**src/rtl/mem_arbiter_pkg.sv**
```systemverilog
// Shared encodings for the unified-memory arbiter: FSM states, bus owner, counter sizing.
package mem_arbiter_pkg;

    typedef enum logic [1:0] {
        ARB_IDLE   = 2'b00,
        ARB_BUSY_I = 2'b01,
        ARB_BUSY_D = 2'b10
    } arb_state_t;

    typedef enum logic {
        OWN_I = 1'b0,
        OWN_D = 1'b1
    } arb_owner_t;

    localparam int PERF_CNT_W = 16;

    // Width able to hold 0..max; a zero limit still needs one bit.
    function automatic int starve_cnt_w(input int max);
        return (max < 1) ? 1 : $clog2(max + 1);
    endfunction

endpackage

```
**src/rtl/mem_arb_starve_ctr.sv**
```systemverilog
// Saturating count of data grants won against a pending fetch; sat_o hands the next conflict to fetch.
module mem_arb_starve_ctr
    import mem_arbiter_pkg::*;
#(
    parameter int STARVE_MAX = 3
) (
    input  logic clk,
    input  logic rst,
    input  logic inc_i,
    input  logic clr_i,
    output logic sat_o
);

    localparam int CNT_W = starve_cnt_w(STARVE_MAX);
    localparam logic [CNT_W-1:0] CNT_MAX = CNT_W'(STARVE_MAX);

    logic [CNT_W-1:0] cnt_q;
    logic [CNT_W-1:0] cnt_d;

    always_comb begin
        cnt_d = cnt_q;
        if (clr_i) begin
            cnt_d = '0;
        end else if (inc_i && (cnt_q < CNT_MAX)) begin
            cnt_d = cnt_q + 1'b1;
        end
    end

    always_ff @(posedge clk) begin
        if (rst) begin
            cnt_q <= '0;
        end else begin
            cnt_q <= cnt_d;
        end
    end

    assign sat_o = (cnt_q >= CNT_MAX);

endmodule

```
**src/rtl/mem_arbiter.sv**
```systemverilog
// Fetch/data arbiter for one single-port memory; each access holds the bus from grant to mem_ack.
// Optional MEM_ARB_PERF_EN adds a saturating conflict_cnt of IDLE cycles with both ports requesting.
module mem_arbiter
    import mem_arbiter_pkg::*;
#(
    parameter int ADDR_W     = 32,
    parameter int DATA_W     = 32,
    parameter int STARVE_MAX = 3
) (
    input  logic              clk,
    input  logic              rst,
    input  logic              if_req,
    input  logic [ADDR_W-1:0] if_addr,
    output logic [DATA_W-1:0] if_rdata,
    output logic              if_ack,
    output logic              if_stall,
    input  logic              d_req,
    input  logic              d_we,
    input  logic [ADDR_W-1:0] d_addr,
    input  logic [DATA_W-1:0] d_wdata,
    output logic [DATA_W-1:0] d_rdata,
    output logic              d_ack,
    output logic              d_stall,
    output logic              mem_req,
    output logic              mem_we,
    output logic [ADDR_W-1:0] mem_addr,
    output logic [DATA_W-1:0] mem_wdata,
    input  logic [DATA_W-1:0] mem_rdata,
    input  logic              mem_ack
`ifdef MEM_ARB_PERF_EN
    ,
    output logic [PERF_CNT_W-1:0] conflict_cnt
`endif
);

    arb_state_t        state_q;
    logic              mem_req_q;
    logic              mem_we_q;
    logic [ADDR_W-1:0] mem_addr_q;
    logic [DATA_W-1:0] mem_wdata_q;

    logic       in_idle;
    logic       busy;
    logic       starve_sat;
    logic       win_data;
    logic       win_fetch;
    arb_owner_t owner;

    assign in_idle = (state_q == ARB_IDLE);
    assign busy    = (state_q == ARB_BUSY_I) || (state_q == ARB_BUSY_D);

    // Data wins by default; a saturated starvation count flips a conflict to fetch.
    assign win_data  = in_idle && d_req && !(if_req && starve_sat);
    assign win_fetch = in_idle && if_req && !win_data;

    mem_arb_starve_ctr #(
        .STARVE_MAX(STARVE_MAX)
    ) u_starve (
        .clk  (clk),
        .rst  (rst),
        .inc_i(win_data && if_req),
        .clr_i(win_fetch),
        .sat_o(starve_sat)
    );

    always_ff @(posedge clk) begin
        if (rst) begin
            state_q     <= ARB_IDLE;
            mem_req_q   <= 1'b0;
            mem_we_q    <= 1'b0;
            mem_addr_q  <= '0;
            mem_wdata_q <= '0;
        end else begin
            case (state_q)
                ARB_IDLE: begin
                    if (win_data) begin
                        state_q     <= ARB_BUSY_D;
                        mem_req_q   <= 1'b1;
                        mem_we_q    <= d_we;
                        mem_addr_q  <= d_addr;
                        mem_wdata_q <= d_wdata;
                    end else if (win_fetch) begin
                        state_q    <= ARB_BUSY_I;
                        mem_req_q  <= 1'b1;
                        mem_we_q   <= 1'b0;
                        mem_addr_q <= if_addr;
                    end
                end
                ARB_BUSY_I, ARB_BUSY_D: begin
                    if (mem_ack) begin
                        state_q   <= ARB_IDLE;
                        mem_req_q <= 1'b0;
                        mem_we_q  <= 1'b0;
                    end
                end
                default: begin
                    state_q   <= ARB_IDLE;
                    mem_req_q <= 1'b0;
                    mem_we_q  <= 1'b0;
                end
            endcase
        end
    end

    // Completion is combinational on mem_ack; a reset cycle never completes the abandoned access.
    assign owner    = (state_q == ARB_BUSY_D) ? OWN_D : OWN_I;
    assign if_ack   = !rst && busy && mem_ack && (owner == OWN_I);
    assign d_ack    = !rst && busy && mem_ack && (owner == OWN_D);
    assign if_rdata = if_ack ? mem_rdata : '0;
    assign d_rdata  = d_ack ? mem_rdata : '0;
    assign if_stall = if_req && !if_ack;
    assign d_stall  = d_req && !d_ack;

    assign mem_req   = mem_req_q;
    assign mem_we    = mem_we_q;
    assign mem_addr  = mem_addr_q;
    assign mem_wdata = mem_wdata_q;

`ifdef MEM_ARB_PERF_EN
    logic [PERF_CNT_W-1:0] conflict_cnt_q;

    always_ff @(posedge clk) begin
        if (rst) begin
            conflict_cnt_q <= '0;
        end else if (in_idle && if_req && d_req && (conflict_cnt_q != {PERF_CNT_W{1'b1}})) begin
            conflict_cnt_q <= conflict_cnt_q + 1'b1;
        end
    end

    assign conflict_cnt = conflict_cnt_q;
`endif

endmodule

```
**config.mk**
```make
export PLATFORM = sky130hd
export DESIGN_NAME = mem_arbiter
export DESIGN_NICKNAME = d
export VERILOG_FILES = /design/src/rtl/mem_arbiter_pkg.sv /design/src/rtl/mem_arb_starve_ctr.sv /design/src/rtl/mem_arbiter.sv
export SDC_FILE = /design/constraint.sdc
export NUM_CORES = 1
export LEC_CHECK = 0
export CORE_MARGIN = 5
export CORE_UTILIZATION = 26
export CTS_BUF_LIST = sky130_fd_sc_hd__clkbuf_4 sky130_fd_sc_hd__clkbuf_8
export DETAILED_ROUTE_END_ITERATION = 6
export HOLD_SLACK_MARGIN = 0.05
export PLACE_DENSITY = 0.67
export RECOVER_POWER = 25
export SLEW_MARGIN = 20
export SYNTH_ARGS = -nofsm -noshare
export SYNTH_HDL_FRONTEND = slang
export SYNTH_SLANG_ARGS = --single-unit
```
**constraint.sdc**
```tcl
create_clock -name clk -period 1.41 [get_ports clk]
set_input_delay 0.141 -clock clk [delete_from_list [all_inputs] [get_ports clk]]
set_output_delay 0.141 -clock clk [all_outputs]
set_load 0.01 [all_outputs]
```
# ---- Word level (Yosys, flattened, before mapping)
# Index checks and enable logic that the tools add are counted.
dict set report word_totals {
  ff_bits 70
  output_inout_bits 134
}
dict set report op_classes {
  n_lt_le_gt_ge 2
  eq_ne 4
  reduce_logical 26
  bitwise 1
  n_addsub 1
  n_mux 16
}
# operator n
set op_table {}
lappend op_table {{$mux W32} 4}
lappend op_table {{$logic_and A1 B1 Y1} 13}
lappend op_table {{$mux W1} 6}
lappend op_table {{$mux W2} 3}
lappend op_table {{$reduce_and A2 Y1} 3}
lappend op_table {{$logic_not A1 Y1} 5}
lappend op_table {{$pmux W1 S2} 2}
lappend op_table {{$pmux W2 S2} 1}
lappend op_table {{$reduce_or A2 Y1} 2}
lappend op_table {{$ne A3 B1 Y1 const B} 1}
lappend op_table {{$add A2 B1 Y2 const B} 1}
lappend op_table {{$eq A2 B1 Y1 const B} 1}
lappend op_table {{$eq A2 B2 Y1 const B} 1}
lappend op_table {{$ge A2 B2 Y1 const B} 1}
lappend op_table {{$logic_not A2 Y1} 1}
lappend op_table {{$lt A2 B2 Y1 const B} 1}
lappend op_table {{$ne A2 B2 Y1 const B} 1}
lappend op_table {{$reduce_bool A2 Y1} 1}
lappend op_table {{$logic_or A1 B1 Y1} 1}
lappend op_table {{$not A1 Y1} 1}

# ---- Logic depth before layout (Yosys ltp)
dict set report logic_depth {
  depth_word 9
  depth_mapped 7
  ltp_nobuf 5
}

# ---- Modules after synthesis
# A second synthesis with hierarchy kept.
dict set report hier_totals {
  cells_unflattened 450
  hier_area_um2 3594.7
}
# module seq_area_each_um2 instances cells_per_inst area_per_inst_um2
set modules_own_cells {}
lappend modules_own_cells {mem_arbiter 1361.3 1 442 3489.6}
lappend modules_own_cells {mem_arb_starve_ctr 40.0 1 8 105.1}

# ---- Worst setup path before layout
# Ideal clock, no wire load.
dict set report synth_timing {
  path_type {register -> output}
  start {register state_q[1]}
  end {output port d_rdata[10]}
  arrival_ns 1.318
  setup_slack_ns -0.049
  path_stages_with_launch 6
  cell_sequence {dfxtp_1 -> inv_1 -> ha_1 -> and4b_1 -> clkbuf_1 -> and2_1}
}
dict set report synth_between {
  elab_chain_len 6
  word_cells_on_any_way 8
}
# element line
set synth_lines {}
lappend synth_lines {{start, declared} mem_arbiter.sv:36} ;# arb_state_t state_q;
lappend synth_lines {{start signal, assigned} mem_arbiter.sv:68} ;# state_q <= ARB_IDLE;
lappend synth_lines {{start signal, assigned} mem_arbiter.sv:77} ;# state_q <= ARB_BUSY_D;
lappend synth_lines {{start signal, assigned} mem_arbiter.sv:83} ;# state_q <= ARB_BUSY_I;
lappend synth_lines {{$eq A2 B1 Y1 / $eq A2 B2 Y1 (equally long branches)} {mem_arbiter.sv:50, mem_arbiter.sv:106}}
lappend synth_lines {{$logic_or A1 B1 Y1} mem_arbiter.sv:50} ;# assign busy = (state_q == ARB_BUSY_I) || (state_q == ARB_BUSY_D);
lappend synth_lines {{$logic_and A1 B1 Y1 (2 in a row)} mem_arbiter.sv:108} ;# assign d_ack = !rst && busy && mem_ack && (owner == OWN_D);
lappend synth_lines {{$logic_and A1 B1 Y1 (*)} mem_arbiter.sv:108}
lappend synth_lines {{$mux W32 (*)} mem_arbiter.sv:110} ;# assign d_rdata = d_ack ? mem_rdata : '0;
lappend synth_lines {{end, declared} mem_arbiter.sv:21} ;# output logic [DATA_W-1:0] d_rdata,
# Mark *: on every way between the ends. The rest lies on a longest branch, timed or not.

# ---- Worst setup path after layout
dict set report layout_timing {
  start {register state_q[0]}
  end {output port d_rdata[16]}
}
# The elaborated chain is that of the path after synthesis.

==> flow_metrics.tcl <==
set metrics [dict create \
    synthCells 448 \
    final_hold_viol_count 0 \
    use_met1 0.208 \
    yosysTopAreaCell "dfxtp_1" \
    rsz0062_at_grt "true" \
    fin_ws_ps -510 \
    fin_nets 883 \
    grt_pass1_wl_um 25700 \
    pin_count 268 \
    max-slew-margin-rel 0.436 \
    syn_nets 585 \
    drive_gt1_frac 0.391 \
    gp_congestion 0.802 \
    grt_pass1_vias 4975 \
    hp-class "in -> reg" \
    fin_area_um2 8020 \
    power.density_nw_per_um2 1130 \
    path_clk_slew_ps 80 \
    first_pass_iters 7 \
    die_area_um2 16200 \
    die_w_um 127 \
    cap_viol_max_count 0 \
    fp.dieH_um 127 \
    grt_max_degree 68 \
    worst_setup_path_start_kind "flop" \
    min_path_cells 3 \
    min_to "mem_addr[25]$_SDFFE_PP0P_" \
    cts_buffer_depth 2 \
    dp_hpwl_um 11800 \
    maxSlewViolCount 0 \
    grt_overflow_total 0 \
    regToRegStartpoint "state_q[0]$_SDFFE_PP0P_" \
    fin_crit_sh 1.36 \
    synth_top_cell_area_share 0.393 \
    avgSynthCellArea_um2 7.96 \
    diodes 0 \
    max_freq_ghz 0.521 \
    synth_common_cells "70 x dfxtp_1, 65 x and2_1, 36 x o21ai_0" \
    drt_iter0_drc 297 \
    r2r_setup_slack_ps -160 \
    insertion_delay_ps 340 \
    end_kind "primary output" \
    drtAntennaViolNets 0 \
    drc 0 \
    worstPathArrival_ps 1780 \
    vias_per_cell 5.20 \
    finClkSkew_ps 12.5 \
    power.leakage_nw 3.26 \
    crit_type "reg -> out" \
    yosys_register_bits 70 \
    yosysMostFrequentCell "dfxtp_1" \
    r2r-end "mem_addr[26]$_SDFFE_PP0P_" \
    cts_buffers 9 \
    placed_cells 875 \
    globalRouteMet2Util 0.359 \
    failed_checks "setup timing" \
    critical_path_required_ps 1270 \
    start_util 0.267 \
    status "finished with violations" \
    cp_max_fo 17 \
    final_cells 926 \
    cts-root-buf "clkbuf_8" \
    routed_wl_um 18500 \
    finalCriticalPeriod_ps 1920 \
    port_buffers 267 \
    seq_area_frac_synth 0.393 \
    gr-usage-met3 0.0614 \
    synth_edf_count 0 \
    num_vias 4818 \
    syn_to_final_growth_pct 125 \
    yosysUniqueCellTypes 30 \
    synthArstFlopShare 0 \
    ys.flop_type "dfxtp_1" \
    tightest_slew_ps 846 \
    grt_use_total 0.197 \
    netlist_top_cells_area "dfxtp_1 39%, and2_1 11%, a2111oi_0 7.9%" \
    synth_area_um2 3570 \
    busiest_layer "met2" \
    cts_tree "yes" \
    min_from "rst" \
    yosys_warnings 0 \
    cts_sinks 70 \
    h-tree-depth 3 \
    core_um2 13300 \
    ff2ff_path_depth 9 \
    antenna_found_initial 0 \
    hold_buffers 0 \
    row_count 42 \
    vdd.ir_drop.worst_uv 476 \
    dpl_cell_area_um2 6610 \
    fill_cells 1138 \
    wl_per_cell_um 19.9 \
    setup_viol 98 \
]
power breakdown:
group          total, mW  switching (mW)  internal, mW  leakage, nW
Sequential          2.63           0.266          2.37        0.580
Combinational       5.03            2.28          2.75         2.59
Clock               1.45           0.741         0.704       0.0909
through the flow:
stage | total power [mW] | setup TNS [ps] | setup slack, ps | util | hold WS (ps)
after floorplan | 4.02 | -1240 | -49.3 | - | 289
after global placement | 5.88 | -47180 | -519 | 0.495 | 459
after detailed placement | 5.96 | -51480 | -556 | 0.495 | 469
after CTS | 8.05 | -34870 | -591 | 0.529 | 154
after global routing | 9.56 | -42000 | -593 | 0.601 | 173
final | 9.11 | -35050 | -510 | 0.601 | 183
critical path, cell delays in order, from the launching register on:
cell and delay [ps]:
dfxtp_2 340, inv_4 40, ha_4 230, and4b_2 230, buf_4 150, buf_12 140
and2_1 150, buf_2 140
registers in the layout, summed over array words and instances (netlist names):
signal / cells
mem_addr: 32
mem_req: 1
mem_wdata: 32
mem_we: 1
state_q: 2
u_starve.cnt_q: 2
layout by cell type, fill, tap and decap left out, types with 3 or more instances in the layout:
master           Yosys  layout
a2111oi_2            0      19
nor4_2               0      16
clkbuf_16            0       6
buf_12               0      19
nor3_2               0       8
a2111oi_4            0       9
dfxtp_1             70      64
nor2_4               0      10
buf_2               20      34
buf_4                7      22
inv_4                0       3
nand3_1             33      33
dlygate4sd2_1        0       7
clkbuf_4             0       4
clkdlybuf4s50_1      0     154
o21ai_2              0       6
dfxtp_2              0       6
a21oi_1             34      33
nor3_1              32      24
a2111oi_1            0       4
clkdlybuf4s25_1      0      20
o21ai_0             36       9
nor4_1              32      15
nor2_2               0      14
nor2_1              35      11
and2_1              65      35
clkbuf_8             0       9
dlymetal6s2s_1       0      15
o21ai_1              0      21
and2_4               1      31
buf_8                2       3
buf_16               0       3
buf_6                1      54
worst max path at each step:
stage	startpoint	end	slack [ps]	cells after the start
after floorplan	state_q[1]$_SDFFE_PP0P_	d_rdata[10]	-50	5
after global placement	state_q[1]$_SDFFE_PP0P_	if_rdata[18]	-520	6
after detailed placement	state_q[1]$_SDFFE_PP0P_	d_rdata[4]	-560	6
after CTS	state_q[1]$_SDFFE_PP0P_	d_rdata[25]	-590	8
after global routing	state_q[1]$_SDFFE_PP0P_	d_rdata[23]	-590	7
final	state_q[0]$_SDFFE_PP0P_	d_rdata[16]	-510	7
area by class of cell:
cell class | instances | area (um2) | area share
multi-input combinational | 320 | 2600 | 0.324
timing repair buffer | 339 | 3600 | 0.449
inverter | 6 | 30.0 | 0.00374
clock inverter | 2 | 10.0 | 0.00125
sequential | 70 | 1410 | 0.176
clock buffer | 13 | 154 | 0.0192
tap | 176 | 220 | 0.0274
layer usage:
metal  part of all wire  wire (um)  vias to the layer above
met3              0.085       1570                       45
met1               0.36       6730                     2299
li1                   -          -                     2233
met2               0.51       9500                      241
met4              0.036        673                        0
met5                  0          0                        -
timing repair:
action	4_1_cts	5_1_grt
buffers inserted	12	15
endpoints found under the setup margin	142	160
gates resized for setup	388	222
pin swaps	16	34
gates cloned	6	6
logic make-up after synthesis:
| family | Yosys count | share of synthesized area |
|---|---|---|
| AOI/OAI and AO/OA | 106 | 0.186 |
| adders and majority gates | 3 | 0.0105 |
| buffers and inverters | 58 | 0.0839 |
| DFF | 70 | 0.393 |
| muxes | 1 | 0.00281 |
| and+or+nand+nor | 210 | 0.324 |
(Power assumes the default switching activity.)
